**config.mk**
```make
export PLATFORM = sky130hd
export DESIGN_NAME = wall_datapath
export DESIGN_NICKNAME = d
export VERILOG_FILES = /design/src/rtl/wall_pkg.sv /design/src/rtl/wall_scan.sv /design/src/rtl/wall_datapath.sv
export SDC_FILE = /design/constraint.sdc
export NUM_CORES = 1
export LEC_CHECK = 0
export ABC_AREA = 1
export BUFFER_PORTS_ARGS = -buffer_cell sky130_fd_sc_hd__buf_2
export CAP_MARGIN = 10
export CORE_MARGIN = 2
export CORE_UTILIZATION = 35
export CTS_CLUSTER_SIZE = 24
export DETAILED_ROUTE_END_ITERATION = 8
export MAX_ROUTING_LAYER = met4
export PLACE_DENSITY = 0.51
export SETUP_SLACK_MARGIN = 0.2
export SLEW_MARGIN = 0
export SYNTH_ARGS = -nofsm -noshare
export SYNTH_HDL_FRONTEND = slang
export SYNTH_SLANG_ARGS = --single-unit
```
**constraint.sdc**
```tcl
create_clock -name clk -period 4.4 [get_ports clk]
set_input_delay 0.44 -clock clk [delete_from_list [all_inputs] [get_ports clk]]
set_output_delay 0.44 -clock clk [all_outputs]
set_load 0.1 [all_outputs]
```
**src/rtl/wall_pkg.sv**
```systemverilog
// Shared state codes, colours and coordinate widths for the wall datapath.
package wall_pkg;

  localparam int XW = 8;
  localparam int YW = 7;

  typedef logic [2:0] state_t;

  localparam state_t ST_IDLE   = 3'd0;
  localparam state_t ST_WAIT   = 3'd1;
  localparam state_t ST_ERASE  = 3'd2;
  localparam state_t ST_UPDATE = 3'd3;
  localparam state_t ST_DRAW   = 3'd4;

  localparam logic [2:0] COL_BLACK = 3'b000;
  localparam logic [2:0] COL_WALL  = 3'b111;

  // True when lo <= v < lo+len, evaluated wide enough that nothing wraps.
  function automatic logic in_span(input logic [9:0] v, input logic [9:0] lo,
                                   input logic [9:0] len);
    return (v >= lo) && (v < lo + len);
  endfunction

endpackage

```
**src/rtl/wall_scan.sv**
```systemverilog
// Column-inner / row-outer pixel counter shared by the erase and draw scans.
module wall_scan
  import wall_pkg::*;
#(
  parameter int WALL_W   = 4,
  parameter int SCREEN_H = 120
) (
  input  logic          clk,
  input  logic          resetn,
  input  logic          clear,
  input  logic          en,
  output logic [XW-1:0] col,
  output logic [YW-1:0] row,
  output logic          last
);

  logic col_end;

  assign col_end = (col == XW'(WALL_W - 1));
  assign last    = col_end && (row == YW'(SCREEN_H - 1));

  // Counters wrap to zero after the last pixel so the next scan starts clean.
  always_ff @(posedge clk) begin
    if (!resetn || clear) begin
      col <= '0;
      row <= '0;
    end else if (en) begin
      if (col_end) begin
        col <= '0;
        row <= last ? '0 : row + YW'(1);
      end else begin
        col <= col + XW'(1);
      end
    end
  end

endmodule

```
**src/rtl/wall_datapath.sv**
```systemverilog
// Wall position, frame pacing and erase/step/redraw pixel generation.
// Optional feature: define PLAYER_HIT_EN to end the run on a player collision.
module wall_datapath
  import wall_pkg::*;
#(
  parameter int SCREEN_W  = 160,
  parameter int SCREEN_H  = 120,
  parameter int WALL_W    = 4,
  parameter int GAP_H     = 30,
  parameter int START_X   = 156,
  parameter int STEP      = 1,
  parameter int FRAME_DIV = 833334,
  parameter int PLAYER_W  = 4,
  parameter int PLAYER_H  = 4
) (
  input  logic          clk,
  input  logic          resetn,
  input  logic          start,
  input  logic          move,
  input  logic [YW-1:0] gap_y,
  input  logic [XW-1:0] player_x,
  input  logic [YW-1:0] player_y,
  output logic [XW-1:0] x_out,
  output logic [YW-1:0] y_out,
  output logic [2:0]    colour,
  output logic          plot,
  output logic          touched
);

  localparam int FW = (FRAME_DIV > 1) ? $clog2(FRAME_DIV) : 1;

  state_t        state, state_nx;
  logic [XW-1:0] wall_x, new_x;
  logic [YW-1:0] gap;
  logic [FW-1:0] frame_cnt;
  logic [XW-1:0] col;
  logic [YW-1:0] row;
  logic          last, scanning, edge_hit, hit, end_run;
  logic [XW:0]   pix_x;
  logic          in_gap;

  assign scanning = (state == ST_ERASE) || (state == ST_DRAW);
  assign new_x    = wall_x - XW'(STEP);
  assign edge_hit = (wall_x < XW'(STEP));
  assign end_run  = edge_hit || hit;
  assign pix_x    = {1'b0, wall_x} + {1'b0, col};
  assign in_gap   = in_span(10'(row), 10'(gap), 10'(GAP_H));

`ifdef PLAYER_HIT_EN
  logic [9:0] nx, px, py, gp;
  assign nx  = 10'(new_x);
  assign px  = 10'(player_x);
  assign py  = 10'(player_y);
  assign gp  = 10'(gap);
  // Overlap with the stepped column, but only where the player is not fully inside the gap.
  assign hit = (px < nx + 10'(WALL_W)) && (px + 10'(PLAYER_W) > nx) &&
               ((py < gp) || (py + 10'(PLAYER_H) > gp + 10'(GAP_H)));
`else
  logic unused_player;
  assign unused_player = ^{player_x, player_y, 10'(PLAYER_W), 10'(PLAYER_H)};
  assign hit = 1'b0;
`endif

  wall_scan #(
    .WALL_W  (WALL_W),
    .SCREEN_H(SCREEN_H)
  ) u_scan (
    .clk   (clk),
    .resetn(resetn),
    .clear (start),
    .en    (scanning),
    .col   (col),
    .row   (row),
    .last  (last)
  );

  // Next-state selection; start overrides everything.
  always_comb begin
    state_nx = state;
    case (state)
      ST_IDLE:   if (move) state_nx = ST_WAIT; else state_nx = ST_IDLE;
      ST_WAIT: begin
        if (!move) state_nx = ST_IDLE;
        else if (frame_cnt == '0) state_nx = ST_ERASE;
        else state_nx = ST_WAIT;
      end
      ST_ERASE:  if (last) state_nx = ST_UPDATE; else state_nx = ST_ERASE;
      ST_UPDATE: if (end_run) state_nx = ST_IDLE; else state_nx = ST_DRAW;
      ST_DRAW: begin
        if (last) state_nx = move ? ST_WAIT : ST_IDLE;
        else state_nx = ST_DRAW;
      end
      default:   state_nx = ST_IDLE;
    endcase
    if (start) state_nx = ST_IDLE;
    else state_nx = state_nx;
  end

  // State, wall position, latched gap and frame pacing counter.
  always_ff @(posedge clk) begin
    if (!resetn) begin
      state     <= ST_IDLE;
      wall_x    <= XW'(START_X);
      gap       <= '0;
      frame_cnt <= '0;
    end else begin
      state <= state_nx;
      if (start) begin
        wall_x    <= XW'(START_X);
        gap       <= gap_y;
        frame_cnt <= '0;
      end else begin
        if ((state == ST_UPDATE) && !edge_hit) wall_x <= new_x;
        if ((state_nx == ST_WAIT) && (state != ST_WAIT)) frame_cnt <= FW'(FRAME_DIV - 1);
        else if ((state == ST_WAIT) && (frame_cnt != '0)) frame_cnt <= frame_cnt - FW'(1);
      end
    end
  end

  // Registered pixel port: one pixel per scan cycle, one cycle behind the counters.
  always_ff @(posedge clk) begin
    if (!resetn) begin
      x_out   <= '0;
      y_out   <= '0;
      colour  <= COL_BLACK;
      plot    <= 1'b0;
      touched <= 1'b0;
    end else if (start) begin
      plot    <= 1'b0;
      touched <= 1'b0;
    end else begin
      touched <= (state == ST_UPDATE) && end_run;
      if (scanning) begin
        x_out  <= pix_x[XW-1:0];
        y_out  <= row;
        colour <= (state == ST_DRAW) ? COL_WALL : COL_BLACK;
        plot   <= (pix_x < (XW+1)'(SCREEN_W)) && !((state == ST_DRAW) && in_gap);
      end else begin
        plot <= 1'b0;
      end
    end
  end

endmodule

```
==> reports/qor.txt <==
Status: completed
Minimum clock period: 2.20 ns
DPL Wire Length: 6630 um
Setup Total Neg Slack: 0 ns
RSZ-0062 raised after global routing: no
Clk pin slew, worst setup/hold paths: 0.06 ns
Hold buffer count at cts: 0
Die H: 111 um
Core Rows: 38
Antenna Nets Post-Route: 0
Via count: 3,410
WP data arrival: 2.47 ns
Initial core utilization: 36.2%
CTS sink cnt: 71
Area of the multi-input gates: 2200 um^2
Clock Skew: 0.00594 ns
R2R Path End: x_out[7]
Sequential-to-total area share from yosys stat: 35.7%
GRT Util Overall: 15.3%
Setup Crit Path Kind: in2reg
Worst Setup End Kind: flip-flop
Post-CTS Setup Repair Bufs: 0
Clock root buffer: clkbuf_16
F_max: 455 MHz
Leak: 0.00219 uW
Critical Path Sink: plot
Htree depth: 3
Worst Tran Pin Value: 0.839 ns
Worst vdd ir: 0.136 mV
Die Area: 12,200 um^2
First-pass iteration count of the detailed router: 4
Finished Core Util: 41.5%
MaxCap Viol Count: 0
IO Pins: 46
Net count after synthesis: 593
Final worst path period share: 49.9%
Cell Area, Synth: 3980 um^2
Clock Path Buffers: 2
Total routed wirelength: 8780 um
Synthesized instance count: 539
Reg2reg start: state[2]
FF-to-FF setup slack: 2.28 ns
Worst Setup Start Kind: input port
CORE AREA: 11,000 um^2
Syn Area/Cell: 7.38 um^2
Port bufs: 30
CTS tree: yes
Die Wd: 111 um
Slew HR: 44.0%
Area Overhead vs Synth: 14.5%
Initial antenna violation count: 0
DR DRC count: 0
Cts bufs inserted: 9
Hold Crit Class: in2reg
Largest cells by area after synthesis: dfxtp_1 36%, ha_1 8.5%, nand2_1 7.0%
Final slew viol count: 0
# setup viols final: 0
Avg WL per Cell: 12.3 um
FF+latch count, synth: 71
Maximum fanout along the worst path: 22
Cell Pwr Density: 347 nW/um^2
Pin count of the biggest net entering global routing: 26
RePlAce Congestion: 0.852
Area leader, netlist: dfxtp_1
Fraction of layout cells with a size suffix above 1: 13.6%
CP required: 4.67 ns
Worst-skew pair later-pin latency: 0.33 ns
Vias in the first global route: 3,236
Syn. warnings: 0
Post-synth top area share: 35.7%
Yosys cell types: 41
First-pass GRT wire length: 14,800 um
Post_cts resized: 0
Grt ovf: 0
N_diodes: 0
Fill count: 1,147
1st-iter DRT viols: 157
Nets@finish: 625
CP startpoint: resetn
Fin. Hold Viols: 0
Worst reg2reg path depth: 8
Sequential cell area: 1420 um^2
Avg Vias per Cell: 4.78
[cell families (layout without fill, tap and decap cells)]
family,Yosys count,count (layout),synth area share [%]
simple gates,233,233,27.1
compound gates,94,94,13.7
buf+inv,88,123,8.90
flops,71,71,35.7
fa+ha+maj,28,28,9.00
xor+xnor,25,25,5.51
[power breakdown]
group	switching (uW)	leakage [uW]	internal [uW]	total (uW)
registers	10.9	0.000575	657	668
logic	108	0.00147	56.3	165
clock network	260	0.000144	488	749
[cells in the final DEF, fill, tap and decap left out, types with 6 or more instances in the layout]
cell type	instances
dfxtp_1	71
a21oi_1	36
xnor2_1	7
a21oi_2	11
nand3_1	34
nand2_1	74
xor2_1	18
nand4_1	11
clkbuf_16	9
buf_2	30
nor2_1	73
inv_1	72
nor3_1	13
nor2_2	6
ha_1	27
o21ai_0	33
[layout make-up]
cell class,count,share of cell area [%]
clock buffers,10,5.03
clock inverters,4,1.59
inverters,78,6.54
multi-input cells,380,48.3
flip-flops and latches,71,31.2
well taps,140,3.85
repair buffers,31,3.46
[cell usage after synthesis (all sizes together)]
master,n
nand2,81
nor2,80
inv,75
dfxtp,71
a21oi,47
nand3,37
o21ai,33
ha,27
xor2,18
nor3,14
nand4,11
xnor2,7
buf,6
clkbuf,4
nor3b,4
o21a,4
and3,3
clkinv,3
o211ai,3
a21o,2
nor4,2
o31ai,2
a211oi,1
a31oi,1
fa,1
o21bai,1
or2,1
[critical path: stages]
cell	delay [ns]
buf_2	0.28
inv_1	0.19
nor2_1	0.12
buf_4	0.21
clkinv_1	0.62
nor3_1	0.40
nand3_1	0.11
nor2_1	0.08
[through the flow]
step,hold slack (ns),power (uW),worst slack (ns),std cells,instance area [um^2]
finish,0.348,1580,2.20,714,4550
global route,0.368,1660,1.97,714,4550
CTS,0.334,1600,2.16,714,4550
detailed placement,0.476,845,1.80,700,4250
global placement,0.468,843,1.79,700,4250
floorplan,0.452,810,2.57,539,3980
[worst min-delay path by stage]
| stage | from | to | cells past startpoint | slack [ns] |
|---|---|---|---|---|
| 6_report | gap_y[0] | gap[0] | 3 | 0.35 |
| 5_1_grt | gap_y[0] | gap[0] | 3 | 0.37 |
| 4_1_cts | gap_y[0] | gap[0] | 3 | 0.33 |
| 3_5_place_dp | frame_cnt[16] | frame_cnt[16] | 2 | 0.48 |
| 2_1_floorplan | frame_cnt[1] | frame_cnt[1] | 2 | 0.45 |
| 3_3_place_gp | frame_cnt[16] | frame_cnt[16] | 2 | 0.47 |
[routing by layer]
| metal | global-route usage, % | part of all wire (%) | vias up |
|---|---|---|---|
| li1 | - | - | 1824 |
| met1 | 19.4 | 50 | 1537 |
| met2 | 23.8 | 46 | 38 |
| met3 | 3.13 | 2.2 | 11 |
| met4 | 6.25 | 1.8 | 0 |
| met5 | - | 0 | - |
[sequential cells by signal, indices dropped and copies added (netlist names), 3 cells and up]
signal      flops
u_scan.col      8
state           3
u_scan.row      7
frame_cnt      20
wall_x          8
x_out           8
gap             7
y_out           7
Note: power is estimated with default switching activity, not from simulation.
